### src/rtl/wait_time_calc.sv
// wait_time_calc: bank-queue customer wait-time estimator.
// W = floor(SERVICE_TIME * (PCount + TCount - 1) / TCount), computed by a
// sequential restoring divider (one quotient bit per clock, MSB first) under
// a start/done handshake. Results wider than WTIME_W saturate to all ones;
// a zero teller count forces all ones and raises div_err.
// Optional feature macro: ZERO_WAIT_EMPTY_EN -- when defined, an empty queue
// (PCount == 0) always shows a wait time of 0.
module wait_time_calc #(
  parameter int PCOUNT_W     = 3,
  parameter int TCOUNT_W     = 2,
  parameter int WTIME_W      = 5,
  parameter int SERVICE_TIME = 3
) (
  input  logic                clk,
  input  logic                rst,
  input  logic                start,
  input  logic [PCOUNT_W-1:0] PCount,
  input  logic [TCOUNT_W-1:0] TCount,
  output logic                busy,
  output logic                done,
  output logic [WTIME_W-1:0]  WTimeOut,
  output logic                div_err
);

  // Numerator width covers the largest possible SERVICE_TIME*(P+T-1).
  localparam int NUM_W = $clog2(SERVICE_TIME * ((2**PCOUNT_W - 1) + (2**TCOUNT_W - 1)) + 1);
  localparam int CNT_W = $clog2(NUM_W + 1);
  localparam int REM_W = TCOUNT_W + 1;
  localparam int QX_W  = (NUM_W > WTIME_W) ? NUM_W : WTIME_W;

  typedef enum logic [0:0] {
    ST_IDLE = 1'b0,
    ST_DIV  = 1'b1
  } state_t;

  // Registered state and datapath
  state_t              r_state;
  logic [NUM_W-1:0]    r_num;
  logic [TCOUNT_W-1:0] r_div;
  logic [REM_W-1:0]    r_rem;
  logic [NUM_W-1:0]    r_quo;
  logic [CNT_W-1:0]    r_cnt;
  logic                r_busy;
  logic                r_done;
  logic [WTIME_W-1:0]  r_wt;
  logic                r_err;
`ifdef ZERO_WAIT_EMPTY_EN
  logic                r_pzero;
  logic                w_pzero_nx;
`endif

  // Next-state values
  state_t              w_state_nx;
  logic [NUM_W-1:0]    w_num_nx;
  logic [TCOUNT_W-1:0] w_div_nx;
  logic [REM_W-1:0]    w_rem_nx;
  logic [NUM_W-1:0]    w_quo_nx;
  logic [CNT_W-1:0]    w_cnt_nx;
  logic                w_busy_nx;
  logic                w_done_nx;
  logic [WTIME_W-1:0]  w_wt_nx;
  logic                w_err_nx;

  // Helpers
  logic [NUM_W:0]      w_sum;
  logic [NUM_W:0]      w_num_full;
  logic [REM_W-1:0]    w_rem_sh;
  logic                w_ge;
  logic [REM_W-1:0]    w_rem_step;
  logic [NUM_W-1:0]    w_quo_step;
  logic [QX_W-1:0]     w_quo_ext;
  logic                w_sat;
  logic [WTIME_W-1:0]  w_result;

  // Numerator SERVICE_TIME*(PCount+TCount-1) at NUM_W+1 bits, clamped at 0
  // when both counts are zero (the -1 would otherwise wrap).
  always_comb begin
    w_sum = (NUM_W+1)'(PCount) + (NUM_W+1)'(TCount);
    if (w_sum == (NUM_W+1)'(0)) begin
      w_num_full = '0;
    end else begin
      w_num_full = (NUM_W+1)'(SERVICE_TIME) * (w_sum - (NUM_W+1)'(1));
    end
  end

  // One restoring-division step plus result formatting for the final step
  always_comb begin
    w_rem_sh   = {r_rem[TCOUNT_W-1:0], r_num[NUM_W-1]};
    w_ge       = (w_rem_sh >= {1'b0, r_div});
    if (w_ge) begin
      w_rem_step = w_rem_sh - {1'b0, r_div};
    end else begin
      w_rem_step = w_rem_sh;
    end
    w_quo_step = (r_quo << 1) | NUM_W'(w_ge);
    w_quo_ext  = QX_W'(w_quo_step);
    w_sat      = (w_quo_ext > QX_W'({WTIME_W{1'b1}}));
`ifdef ZERO_WAIT_EMPTY_EN
    if (r_pzero) begin
      w_result = '0;
    end else
`endif
    if (r_div == TCOUNT_W'(0)) begin
      w_result = {WTIME_W{1'b1}};
    end else if (w_sat) begin
      w_result = {WTIME_W{1'b1}};
    end else begin
      w_result = WTIME_W'(w_quo_ext);
    end
  end

  // FSM next-state and datapath next values; everything holds by default
  always_comb begin
    w_state_nx = r_state;
    w_num_nx   = r_num;
    w_div_nx   = r_div;
    w_rem_nx   = r_rem;
    w_quo_nx   = r_quo;
    w_cnt_nx   = r_cnt;
    w_busy_nx  = r_busy;
    w_done_nx  = 1'b0;
    w_wt_nx    = r_wt;
    w_err_nx   = r_err;
`ifdef ZERO_WAIT_EMPTY_EN
    w_pzero_nx = r_pzero;
`endif
    case (r_state)
      ST_IDLE: begin
        if (start) begin
          w_num_nx   = w_num_full[NUM_W-1:0];
          w_div_nx   = TCount;
          w_rem_nx   = '0;
          w_quo_nx   = '0;
          w_cnt_nx   = CNT_W'(NUM_W);
          w_busy_nx  = 1'b1;
          w_state_nx = ST_DIV;
`ifdef ZERO_WAIT_EMPTY_EN
          w_pzero_nx = (PCount == PCOUNT_W'(0));
`endif
        end else begin
          w_busy_nx  = 1'b0;
        end
      end
      ST_DIV: begin
        w_num_nx = r_num << 1;
        w_rem_nx = w_rem_step;
        w_quo_nx = w_quo_step;
        w_cnt_nx = r_cnt - CNT_W'(1);
        if (r_cnt == CNT_W'(1)) begin
          w_wt_nx    = w_result;
          w_err_nx   = (r_div == TCOUNT_W'(0));
          w_done_nx  = 1'b1;
          w_busy_nx  = 1'b0;
          w_state_nx = ST_IDLE;
        end else begin
          w_busy_nx  = 1'b1;
        end
      end
      default: begin
        w_busy_nx  = 1'b0;
        w_state_nx = ST_IDLE;
      end
    endcase
  end

  // State and datapath registers; synchronous reset aborts any computation
  always_ff @(posedge clk) begin
    if (rst) begin
      r_state <= ST_IDLE;
      r_num   <= '0;
      r_div   <= '0;
      r_rem   <= '0;
      r_quo   <= '0;
      r_cnt   <= '0;
      r_busy  <= 1'b0;
      r_done  <= 1'b0;
      r_wt    <= '0;
      r_err   <= 1'b0;
`ifdef ZERO_WAIT_EMPTY_EN
      r_pzero <= 1'b0;
`endif
    end else begin
      r_state <= w_state_nx;
      r_num   <= w_num_nx;
      r_div   <= w_div_nx;
      r_rem   <= w_rem_nx;
      r_quo   <= w_quo_nx;
      r_cnt   <= w_cnt_nx;
      r_busy  <= w_busy_nx;
      r_done  <= w_done_nx;
      r_wt    <= w_wt_nx;
      r_err   <= w_err_nx;
`ifdef ZERO_WAIT_EMPTY_EN
      r_pzero <= w_pzero_nx;
`endif
    end
  end

  assign busy     = r_busy;
  assign done     = r_done;
  assign WTimeOut = r_wt;
  assign div_err  = r_err;

endmodule
### config.mk
export PLATFORM = sky130hd
export DESIGN_NAME = wait_time_calc
export DESIGN_NICKNAME = d
export VERILOG_FILES = /design/src/rtl/wait_time_calc.sv
export SDC_FILE = /design/constraint.sdc
export NUM_CORES = 1
export LEC_CHECK = 0
export ABC_AREA = 1
export BUFFER_PORTS_ARGS = -buffer_cell sky130_fd_sc_hd__buf_2
export CORE_MARGIN = 5
export CORE_UTILIZATION = 60
export CTS_BUF_LIST = sky130_fd_sc_hd__clkbuf_4 sky130_fd_sc_hd__clkbuf_8 sky130_fd_sc_hd__clkbuf_16
export DETAILED_ROUTE_END_ITERATION = 12
export PLACE_DENSITY = 0.9
export SYNTH_ARGS = -nofsm -noshare
export SYNTH_HDL_FRONTEND = slang
export SYNTH_SLANG_ARGS = --single-unit
### constraint.sdc
create_clock -name clk -period 5.3 [get_ports clk]
set_clock_uncertainty 0.2 [all_clocks]
set_input_delay 1.325 -clock clk [delete_from_list [all_inputs] [get_ports clk]]
set_output_delay 1.325 -clock clk [all_outputs]
set_load 0.01 [all_outputs]
==> flow_metrics.env <==
export IMPL_n_antenna_cell=0
export IMPL_synth_cell_type_count=23
export IMPL_path_class="in -> reg"
export IMPL_die_w_um=55.5
export IMPL_power_uw=450
export IMPL_core_area_um2=1960
export IMPL_grt_busiest_layer="met2"
export IMPL_cts_tree="yes"
export IMPL_fillCellCount=161
export IMPL_multiInputGateArea_um2=658
export IMPL_antenna_found_initial=0
export IMPL_wire_per_inst_um=12.5
export IMPL_crit_top_cell="ha_1"
export IMPL_syn_instance_count=166
export IMPL_rsz0062_at_grt="false"
export IMPL_yosys_warnings=0
export IMPL_path_clk_slew_ps=120
export IMPL_crit_path_max_fanout=5
export IMPL_syn_nets=185
export IMPL_die_height_um=55.5
export IMPL_synth_edff_count=0
export IMPL_cts_sinks=24
export IMPL_crit_buf_inv=2
export IMPL_peakVddDrop_mv=0.176
export IMPL_grt_util_met1_pct=19.5
export IMPL_holdBufCountCts=0
export IMPL_cts_buffers=3
export IMPL_cp_end_kind="flip-flop"
export IMPL_drcViolationCount=0
export IMPL_slew_viol_final=0
export IMPL_grt_first_pass_wirelength_um=4440
export IMPL_crit_path_start_kind="input pin"
export IMPL_crit_required_ps=5310
export IMPL_status="completed"
export IMPL_min_path_type="reg -> reg"
export IMPL_critPathMaxStageDelay_ps=510
export IMPL_synth_most_common_cell="nand2_1"
export IMPL_netlist_area_um2=1240
export IMPL_synth_area_leaders="dfxtp_1 (39%), nand2_1 (11%), ha_1 (9.1%), a21oi_1 (7.3%), inv_1 (6.4%)"
export IMPL_hold_viol=0
export IMPL_met3_usage_pct=3.50
export IMPL_synth_seq_area_share_pct=38.7
export IMPL_grt_use_total_pct=17.3
export IMPL_gp_congestion=0.810
export IMPL_pin_count=16
export IMPL_cts_setup_buffers=0
export IMPL_final_seq_area_um2=480
export IMPL_synth_flop_cell="dfxtp_1"
export IMPL_min_period_ps=3660
export IMPL_h_tree_depth=1
export IMPL_globalRouteOverflowTotal=0
export IMPL_fin_tns_setup_ps=0
export IMPL_clock_path_buffers=2
export IMPL_drtAntennaViolNets=0
export IMPL_synthToLayoutAreaGrowth_pct=11.4
export IMPL_dp_hpwl_um=1960
export IMPL_fmax_mhz=273
export IMPL_crit_slowest_cell="fa_1"
export IMPL_dr_first_iter_drc_count=31
export IMPL_clk_latency_ps=320
export IMPL_vias=1141
export IMPL_power_leakage_nw=0.663
export IMPL_drt_total_wl_um=2600
export IMPL_max_cap_violations=0
export IMPL_grt_max_degree=17
export IMPL_portBuffers=15
export IMPL_cts_resized=0
export IMPL_setup_violations=0
export IMPL_grt_pass1_vias=1100
export IMPL_timing_hold_ws_ps=280
export IMPL_synth_largest_area_cell="dfxtp_1"
export IMPL_maxSlewHeadroom_pct=38.9
export IMPL_crit_family="adder cells"
export IMPL_start_util_pct=63.3
export IMPL_vias_per_cell=5.49
export IMPL_post_route_period_util_pct=69.1
export IMPL_worstMarginPinSlew_ps=913
export IMPL_synth_seq_cells=24
export IMPL_nets=201
export IMPL_first_pass_iters=5
export IMPL_fp_dieArea_um2=3080
export IMPL_drive_gt1_share_pct=13.8
export IMPL_ys_top_cells_by_count="nand2_1 (36), dfxtp_1 (24), inv_1 (21), a21oi_1 (18)"
export IMPL_critPathArrivalTime_ps=3670
export IMPL_path_cells="buf_2 > ha_1 > fa_1 > inv_1 > ha_1 > xnor2_1 > ha_1 > nand2_1 > nand2_1 > a21oi_1 > nand3_1 > nand3_2 > a21oi_2"
export IMPL_row_count=16
export IMPL_use_met2_pct=32.1
export IMPL_cts_root_buffer="clkbuf_4"
export IMPL_ys_async_sr_fraction_pct=0
export IMPL_power_density_nw_per_um2=326
export IMPL_synth_top_cell_area_share_pct=38.7
export IMPL_syn_area_per_cell_um2=7.48
-- final timing paths --
kind / from / end / slack (ps) / cells after the start
worst min register to register: r_num[0] / r_num[0] / 280 / 2
worst max-delay path: PCount[0] / r_num[4] / 1640 / 13
worst max register to register: busy / r_num[1] / 3400 / 5
worst min-delay path: r_num[0] / r_num[0] / 280 / 2
-- worst min-delay path: stages, from the launching register on --
cell	delay [ps]
dfxtp_1	330
nand2_1	60
a21oi_1	50
-- registers in the layout, summed over array words and instances, names as in the netlist --
signal and count:
done 1, r_rem 2, WTimeOut 5, r_div 2
r_cnt 3, div_err 1, busy 1, r_num 5
r_quo 4
-- layer usage --
metal | up-vias | share of wire, %
met4 | 0 | 0.69
met1 | 544 | 43
met2 | 23 | 52
met3 | 2 | 3.9
li1 | 572 | -
met5 | - | 0
-- through the flow --
stage | area [um^2] | utilization [%] | cells | setup slack (ps)
after floorplan | 1240 | - | 166 | 1590
after global placement | 1330 | 67.8 | 204 | 1430
after detailed placement | 1330 | 67.8 | 204 | 1300
after CTS | 1380 | 70.5 | 208 | 1630
after global routing | 1380 | 70.5 | 208 | 1520
final | 1380 | 70.5 | 208 | 1640
-- layout by cell type (no fill, tap or decap) --
cell type / synthesis / layout
nand4_1: 1 / 1
nor3_1: 5 / 5
nand2_1: 36 / 36
ha_1: 9 / 9
nand3_1: 9 / 9
inv_2: 1 / 1
nand2_2: 1 / 1
xor2_1: 2 / 2
clkbuf_4: 0 / 3
fa_1: 2 / 2
or2_2: 1 / 1
a21oi_2: 1 / 1
a21oi_1: 18 / 18
o21ai_0: 12 / 12
xnor2_1: 1 / 1
nor2_1: 12 / 12
inv_1: 21 / 21
bufinv_16: 0 / 1
a22oi_1: 4 / 4
dfxtp_1: 24 / 24
nand3_2: 1 / 1
buf_2: 1 / 15
nor2_4: 1 / 1
-- layout make-up --
type / count / area share, %
Clock buffer: 3 / 1.63
Tap cell: 27 / 2.44
Multi-Input combinational cell: 116 / 47.6
Sequential cell: 24 / 34.8
Inverter: 22 / 5.97
Timing Repair Buffer: 15 / 5.43
Clock inverter: 1 / 2.17
-- cell families (layout without fill, tap and decap cells) --
family / count (synthesis) / in the layout / share of synthesized area [%]
AOI/OAI and AO/OA: 35 / 35 / 15.2
xor gates and xnor gates: 3 / 3 / 2.12
adders and majority gates: 11 / 11 / 12.3
buffers and inverters: 26 / 41 / 8.27
DFF: 24 / 24 / 38.7
and+or+nand+nor: 67 / 67 / 23.4
-- where the power goes --
group,leakage (nW),internal (mW),total [mW],switching [mW]
Sequential,0.196,0.195,0.206,0.0104
Combinational,0.438,0.0440,0.114,0.0703
Clock,0.0279,0.0765,0.130,0.0537
Total,0.663,0.316,0.450,0.134
Power figures use the tool's default switching activity.
